File: config.mk
export PLATFORM = sky130hd
export DESIGN_NAME = traffic_request_conditioner
export DESIGN_NICKNAME = d
export VERILOG_FILES = /design/src/rtl/traffic_pkg.sv /design/src/rtl/input_debouncer.sv /design/src/rtl/traffic_request_conditioner.sv
export SDC_FILE = /design/constraint.sdc
export NUM_CORES = 1
export LEC_CHECK = 0
export CORE_UTILIZATION = 50
export CTS_BUF_LIST = sky130_fd_sc_hd__clkbuf_4
export DETAILED_ROUTE_END_ITERATION = 8
export PLACE_DENSITY = 0.74
export REMOVE_ABC_BUFFERS = 1
export SETUP_SLACK_MARGIN = 0.1
export SYNTH_ARGS = -nofsm -noshare
export SYNTH_HDL_FRONTEND = slang
export SYNTH_SLANG_ARGS = --single-unit
File: constraint.sdc
create_clock -name clk -period 3.8 [get_ports clk]
set_clock_uncertainty 0.2 [all_clocks]
set_input_delay 0.38 -clock clk [delete_from_list [all_inputs] [get_ports clk]]
set_output_delay 0.38 -clock clk [all_outputs]
set_load 0.03 [all_outputs]
File: src/rtl/traffic_pkg.sv
// Shared definitions for the intersection controller: channel map, clock rate and
// the per-channel status bundle produced by each input debouncer.
package traffic_pkg;

    localparam int NUM_CH = 6;
    localparam int CLK_HZ = 1000;

    localparam int CH_SS_PED      = 0;
    localparam int CH_CS_PED      = 1;
    localparam int CH_SS_STRAIGHT = 2;
    localparam int CH_SS_TURN     = 3;
    localparam int CH_CS_STRAIGHT = 4;
    localparam int CH_CS_TURN     = 5;

    typedef struct packed {
        logic debounced;
        logic pulse;
        logic stuck;
    } ch_status_t;

endpackage

File: src/rtl/input_debouncer.sv
// One input channel: two-flop synchroniser, debounce counter, rising-edge detect
// and stuck-high detection.
module input_debouncer
    import traffic_pkg::*;
#(
    parameter int DEBOUNCE_CYCLES = 20,
    parameter int STUCK_CYCLES    = 120000
) (
    input  logic       clk,
    input  logic       reset,
    input  logic       raw,
    output ch_status_t status
);

    localparam int DEB_W   = $clog2(DEBOUNCE_CYCLES + 1);
    localparam int STUCK_W = $clog2(STUCK_CYCLES + 1);
    localparam logic [DEB_W-1:0]   DEB_LAST  = DEB_W'(DEBOUNCE_CYCLES - 1);
    localparam logic [STUCK_W-1:0] STUCK_MAX = STUCK_W'(STUCK_CYCLES);

    logic               s1;
    logic               s2;
    logic               deb;
    logic               deb_q;
    logic [DEB_W-1:0]   deb_cnt;
    logic [STUCK_W-1:0] stuck_cnt;
    logic               stuck;

    always_ff @(posedge clk) begin
        if (reset) begin
            s1        <= 1'b0;
            s2        <= 1'b0;
            deb       <= 1'b0;
            deb_q     <= 1'b0;
            deb_cnt   <= '0;
            stuck_cnt <= '0;
        end else begin
            s1    <= raw;
            s2    <= s1;
            deb_q <= deb;

            // Toggle only after DEBOUNCE_CYCLES consecutive mismatching samples.
            if (s2 != deb) begin
                if (deb_cnt == DEB_LAST) begin
                    deb     <= ~deb;
                    deb_cnt <= '0;
                end else begin
                    deb_cnt <= deb_cnt + 1'b1;
                end
            end else begin
                deb_cnt <= '0;
            end

            if (!deb) begin
                stuck_cnt <= '0;
            end else if (stuck_cnt != STUCK_MAX) begin
                stuck_cnt <= stuck_cnt + 1'b1;
            end
        end
    end

    // Saturated count doubles as the stuck flag; it drops one edge after deb falls.
    assign stuck = (stuck_cnt == STUCK_MAX);

    assign status.debounced = deb;
    assign status.pulse     = deb & ~deb_q & ~stuck;
    assign status.stuck     = stuck;

endmodule

File: src/rtl/traffic_request_conditioner.sv
// Conditions raw buttons/sensors into latched service requests, one debouncer per
// channel, with stuck-on channels masked from requesting.
module traffic_request_conditioner #(
    parameter int NUM_CH          = traffic_pkg::NUM_CH,
    parameter int DEBOUNCE_CYCLES = 20,
    parameter int STUCK_CYCLES    = 120000
) (
    input  logic              clk,
    input  logic              reset,
    input  logic [NUM_CH-1:0] raw_in,
    input  logic [NUM_CH-1:0] service_clear,
    output logic [NUM_CH-1:0] debounced,
    output logic [NUM_CH-1:0] request_pulse,
    output logic [NUM_CH-1:0] request,
    output logic [NUM_CH-1:0] stuck,
    output logic              any_request
);

    import traffic_pkg::*;

    ch_status_t [NUM_CH-1:0] ch_status;
    logic       [NUM_CH-1:0] req_q;
    logic       [NUM_CH-1:0] req_d;

    for (genvar ch = 0; ch < NUM_CH; ch++) begin : g_ch
        input_debouncer #(
            .DEBOUNCE_CYCLES (DEBOUNCE_CYCLES),
            .STUCK_CYCLES    (STUCK_CYCLES)
        ) u_deb (
            .clk    (clk),
            .reset  (reset),
            .raw    (raw_in[ch]),
            .status (ch_status[ch])
        );

        assign debounced[ch]     = ch_status[ch].debounced;
        assign request_pulse[ch] = ch_status[ch].pulse;
        assign stuck[ch]         = ch_status[ch].stuck;
    end

    // A new press wins over a clear on the same edge; stuck channels never hold a request.
    always_comb begin
        req_d = ~stuck & (request_pulse | (req_q & ~service_clear));
    end

    always_ff @(posedge clk) begin
        if (reset) begin
            req_q <= '0;
        end else begin
            req_q <= req_d;
        end
    end

    assign request     = req_q & ~stuck;
    assign any_request = |request;

endmodule
==> results of run 1 <==
-- cells in the final DEF, fill, tap and decap left out, types with 15 or more instances in the layout --
cell	count
nand4_1	29
xor2_1	48
clkbuf_4	20
clkdlybuf4s50_1	37
o21ai_0	25
or3_1	30
nand2b_1	23
nor2_1	105
dfxtp_1	162
a21oi_1	37
xnor2_1	31
nand3_1	44
and2_1	15
ha_1	18
nand2_1	42
inv_1	35
-- registers in the layout, summed over array words and instances (netlist names) --
signal and flops:
g_ch.u_deb.stuck_cnt 102, g_ch.u_deb.deb_cnt 30, g_ch.u_deb.deb 6, g_ch.u_deb.deb_q 6
g_ch.u_deb.s1 6, g_ch.u_deb.s2 6, req_q 6
-- path summary, 6_finish.rpt --
path                                       to                         from
setup reg to reg  g_ch[1].u_deb.stuck_cnt[15]   g_ch[1].u_deb.stuck_cnt[2]
hold / removal               g_ch[4].u_deb.s1                    raw_in[4]
hold reg to reg      g_ch[3].u_deb.deb_cnt[0]     g_ch[3].u_deb.deb_cnt[0]
setup / recovery                  any_request  g_ch[4].u_deb.stuck_cnt[10]
-- metrics by stage --
stage / hold slack (ps) / std cells / worst slack, ps / area (µm²)
6_report: 168.1 / 1017 / 325.6 / 7833
5_1_grt: 112.4 / 1017 / 79.23 / 7833
4_1_cts: 113.5 / 1016 / 251.9 / 7824
3_5_place_dp: 227.9 / 988 / 660.9 / 7584
3_3_place_gp: 218.7 / 988 / 751.0 / 7584
2_1_floorplan: 213.8 / 767 / 701.6 / 6955
-- power groups by stage --
stage | clock network (W) | logic (W) | registers (W)
floorplan | 0 | 0.0000121 | 0.00175
global placement | 0 | 0.0000338 | 0.00175
detailed placement | 0 | 0.0000340 | 0.00175
CTS | 0.000975 | 0.0000340 | 0.00171
global route | 0.00105 | 0.0000368 | 0.00171
finish | 0.000938 | 0.0000330 | 0.00171
-- timing repair --
action	in CTS	in global routing
setup buffers	0	0
pin swaps	0	1
gates cloned	0	0
gates resized for setup	1	1
hold buffers	0	0
endpoints found under the setup margin	1	1
-- layout make-up --
cell class | instances | area [µm²]
Sequential cell | 162 | 3243
Inverter | 35 | 131.4
Multi-Input combinational cell | 570 | 3587
Timing Repair Buffer | 41 | 401.6
Fill cell | 1263 | 6048
Antenna cell | 1 | 2.502
Clock inverter | 8 | 91.34
Tap cell | 180 | 225.2
Clock buffer | 20 | 150.1
-- cells by family after synthesis --
family                   Yosys count  synth area share, %
adder cells (fa/ha/maj)           18                3.158
XOR/XNOR                          79                9.702
multiplexers                      12                1.684
AO/OA/AOI/OAI                     82                6.526
AND/OR/NAND/NOR                  379                29.14
flip-flops                       162                45.47
buffers and inverters             70                4.316
-- worst max-delay path, delay by kind of cell (launching register included) --
| family | cells | cell delay (ps) |
|---|---|---|
| AO/OA/AOI/OAI | 1 | 300 |
| flip-flops | 1 | 400 |
| buffers and inverters | 1 | 370 |
| AND/OR/NAND/NOR | 3 | 1280 |
-- routing by layer --
| metal | vias up | part of all wire, % | global-route usage [%] |
|---|---|---|---|
| met5 | - | 0 | 0 |
| met4 | 0 | 1.3 | 7.407 |
| met3 | 12 | 2.9 | 5.310 |
| met2 | 64 | 46 | 28.62 |
| met1 | 2524 | 50 | 25.53 |
| li1 | 2815 | - | - |
==> run_results.csv, run 1 <==
group,metric,value,unit
logic_synthesis,yosysSeqAreaShare,45.47,%
floorplan,die_w,121.4,µm
route,wl_per_cell,12.65,µm
min_path,hold_path_class,"input port to flop",
timing,fin_tns_setup,0,ps
critical_path,worstPathRequired,3220,ps
placed_design,place_congestion,0.8226,
timing,slew_violations,0,
pwr,p_leak,2.574,nW
clocking,cts.clk_slew.worst_paths,120,ps
placed_design,hpwl,9.013,mm
critical_path,endpoint_kind,"primary output",
critical_path,critPathMaxStageDelay,520,ps
clocking,cts_tree,"built",
timing,max_freq,0.2878,GHz
clocking,cts_buffers,17,
floorplan,initial_core_util,51.38,%
clocking,clock-sinks,162,
placed_design,port_buffers,38,
floorplan,coreArea,13880,µm²
logic_synthesis,synth.most_common_cell,"dfxtp_1",
timing,finalSetupViolCount,0,
route,first_pass_iters,5,
grt,grt_start_max_net_pins,34,
critical_path,crit_fanout,5,
timing,layout_min_cycle_time,3474,ps
floorplan,fp.dieH,121.4,µm
route,viasPerCell,5.324,
pwr,swShare,21.03,%
timing,slew-limit-headroom,54.79,%
pwr,power,0.002681,W
logic_synthesis,yosys-top-cells-area,"dfxtp_1 45%, xor2_1 5.9%, nor2_1 5.5%, xnor2_1 3.8%, ha_1 3.2%",
grt,antenna_found_initial,1,
pwr,power_frac_seq,63.8,%
pwr,p_int,0.002117,W
run_status,status,"complete, no violations",
logic_synthesis,yosysTopAreaCellShare,45.47,%
clocking,clk_path_buf_depth,2,
grt,grt_use_total,18.99,%
pwr,p_switching,0.0005639,W
layout,post-route-util,56.43,%
job,cap_violations,0,
timing,rsz0062_at_grt,"false",
layout,drive_gt1_share,4.426,%
floorplan,fp-row-count,43,
clocking,cts_root_buf,"clkbuf_4",
logic_synthesis,ys_types,44,
timing,fin_crit_sh,91.43,%
logic_synthesis,synth_edf_count,0,
critical_path,cp.arrival,2890,ps
grt,grt_pass1_vias,4908,
logic_synthesis,dominantRegCellSynth,"dfxtp_1",
min_path,holdPathStages,2,
clocking,htreeDepth,4,
logic_synthesis,avgSynthCellArea,8.893,µm²
logic_synthesis,synth_seq_cells,162,
layout,syn_to_final_growth,9.825,%
route,drt_wl_total,12.87,mm
route,drt_iter0_markers,333,
pwr,irDropWorstVdd,0.0003911,V
critical_path,worstSetupPathType,"flop to primary output",
grt,gr-total-overflow,0,
clocking,clk_latency,550,ps
logic_synthesis,yosys-top-cells-count,"162 x dfxtp_1, 105 x nor2_1, 48 x xor2_1",
critical_path,worstSetupStartpointType,"flop",
logic_synthesis,synthCells,802,
route,drc,0,
floorplan,dieArea,14750,µm²
logic_synthesis,mappedNetlistArea,7132,µm²
pwr,pwr-share-comb,1.2,%
timing,worst_pin_slew,678.2,ps
route,vias,5415,
critical_path,cp_cell_sequence,"nor4bb_1, nand4_1, a22o_1, or4_1, dlygate4sd2_1",
layout,nets,859,
critical_path,ff2ff_path_depth,4,
critical_path,reg2reg_slack,1590,ps
pwr,power_density,342.3,nW/µm²
grt,grt_pass1_wl,22.33,mm
pwr,clockPowerShare,35.0,%
floorplan,ioPinCount,39,
logic_synthesis,async_flop_share,0,%
route,ant_nets,0,
critical_path,crit_path_top_delay_cell,"nor4bb_1",
timing,final_hold_viol_count,0,
logic_synthesis,synth_largest_area_cell,"dfxtp_1",
logic_synthesis,ys_warn_count,0,
Power figures use the tool's default switching activity.
==> run 2: changes to the inputs <==
Settings changed: RECOVER_POWER from default to 50.
==> run 2 against run 1 <==
Global-route usage unchanged. Combinational power shrank 2%. Sequential share of layout area about the same. Largest cell class unchanged.
==> run_results.csv, run 2 (same netlist as run 1, synthesis figures left out) <==
group,metric,value,unit
timing,slew-limit-headroom,6.285,%
route,ant_nets,0,
clocking,cts_root_buf,"clkbuf_4",
grt,grt_use_total,18.99,%
timing,max_freq,0.2881,GHz
grt,antenna_found_initial,1,
pwr,power_density,342.3,nW/µm²
layout,layout_commonest_cell,"dfxtp_1",
floorplan,initial_core_util,51.38,%
timing,layout_min_cycle_time,3471,ps
timing,finalSetupViolCount,0,
clocking,cts_tree,"built",
timing,fin_crit_sh,91.34,%
critical_path,cp.arrival,2890,ps
job,cap_violations,0,
placed_design,place_congestion,0.8226,
critical_path,endpoint_kind,"primary output",
route,first_pass_iters,5,
layout,syn_to_final_growth,9.754,%
critical_path,worstSetupStartpointType,"flop",
floorplan,fp-row-count,43,
route,drt_iter0_markers,333,
route,drt_wl_total,12.86,mm
layout,fill_cells,1265,
floorplan,die_w,121.4,µm
clocking,htreeDepth,4,
clocking,cts.clk_slew.worst_paths,120,ps
clocking,postCtsSetupRepairBufs,0,
pwr,irDropWorstVdd,0.0003912,V
timing,slew_violations,0,
clocking,cts_buffers,17,
route,viasPerCell,5.328,
floorplan,dieArea,14750,µm²
floorplan,coreArea,13880,µm²
clocking,hold_buffers,0,
timing,worst_pin_slew,1406,ps
timing,rsz0062_at_grt,"false",
critical_path,worstPathRequired,3220,ps
floorplan,ioPinCount,39,
critical_path,crit_fanout,5,
floorplan,fp.dieH,121.4,µm
placed_design,port_buffers,38,
critical_path,worstSetupPathType,"flop to primary output",
placed_design,hpwl,9.013,mm
clocking,clock-sinks,162,
route,wl_per_cell,12.64,µm
min_path,hold_path_class,"input port to flop",
layout,layout_common_cells,"162 x dfxtp_1, 105 x nor2_1, 48 x xor2_1, 44 x nand3_1, 42 x nand2_1",
route,vias,5419,
layout,nets,859,
pwr,p_leak,2.571,nW
timing,final_hold_viol_count,0,
grt,grt_pass1_wl,22.33,mm
layout,largest_register_ffs,102,
clocking,clk_path_buf_depth,2,
grt,grt_start_max_net_pins,34,
route,drc,0,
clocking,clk_latency,550,ps
layout,reg_top3,"g_ch.u_deb.stuck_cnt (102), g_ch.u_deb.deb_cnt (30)",
layout,post-route-util,56.39,%
layout,drive_gt1_share,4.187,%
grt,grt_pass1_vias,4908,
run_status,status,"complete, no violations",
grt,gr-total-overflow,0,
timing,fin_tns_setup,0,ps
layout,regMostFlops,"g_ch.u_deb.stuck_cnt",
==> run 2: metrics by stage <==
step	cells	hold WS (ps)	power, W	setup slack, ps	area (µm²)
2_1_floorplan	767	213.8	0.001759	701.6	6955
3_3_place_gp	988	218.7	0.001781	751.0	7584
3_5_place_dp	988	227.9	0.001782	660.9	7584
4_1_cts	1016	113.5	0.002719	251.9	7824
5_1_grt	1017	112.4	0.002798	79.23	7828
6_report	1017	171.6	0.002679	329.1	7828
==> run 2: power breakdown <==
group / internal (W) / switching, W
Sequential: 0.00171 / 0.00000424
Clock: 0.000391 / 0.000546
Combinational: 0.0000198 / 0.0000126
Total: 0.00212 / 0.000563
==> run 2: per-layer routing <==
metal | track usage, % | vias up | part of all wire, %
met5 | 0 | - | 0
met4 | 7.407 | 0 | 1.3
met2 | 28.62 | 63 | 46
met3 | 5.310 | 13 | 2.9
met1 | 25.53 | 2528 | 50
li1 | - | 2815 | -
==> run 2: worst paths after layout <==
path | startpoint | end | slack [ps] | cells past startpoint
setup / recovery | g_ch[4].u_deb.stuck_cnt[10] | any_request | 330 | 5
setup reg to reg | g_ch[1].u_deb.stuck_cnt[2] | g_ch[1].u_deb.stuck_cnt[15] | 1590 | 4
hold / removal | raw_in[4] | g_ch[4].u_deb.s1 | 170 | 2
hold reg to reg | g_ch[3].u_deb.deb_cnt[0] | g_ch[3].u_deb.deb_cnt[0] | 250 | 1
==> run 2: layout make-up <==
cell class | count | area [µm²] | area share [%]
Tap cell | 180 | 225.2 | 2.877
Sequential cell | 162 | 3243 | 41.43
Multi-Input combinational cell | 570 | 3586 | 45.81
Antenna cell | 1 | 2.502 | 0.03197
Clock inverter | 8 | 91.34 | 1.167
Timing Repair Buffer | 41 | 397.9 | 5.083
Clock buffer | 20 | 150.1 | 1.918
Inverter | 35 | 131.4 | 1.678
==> run 2: repair_timing <==
item | 4_1_cts | 5_1_grt
pin swaps | 0 | 1
endpoints found under the setup margin | 1 | 1
gates resized for setup | 1 | 1
==> run 2: critical path, cell delays in order, from the launching register on <==
cell	delay, ps
dfxtp_1	400
nor4bb_1	520
nand4_1	310
a22o_1	300
or4_1	450
dlygate4sd2_1	370
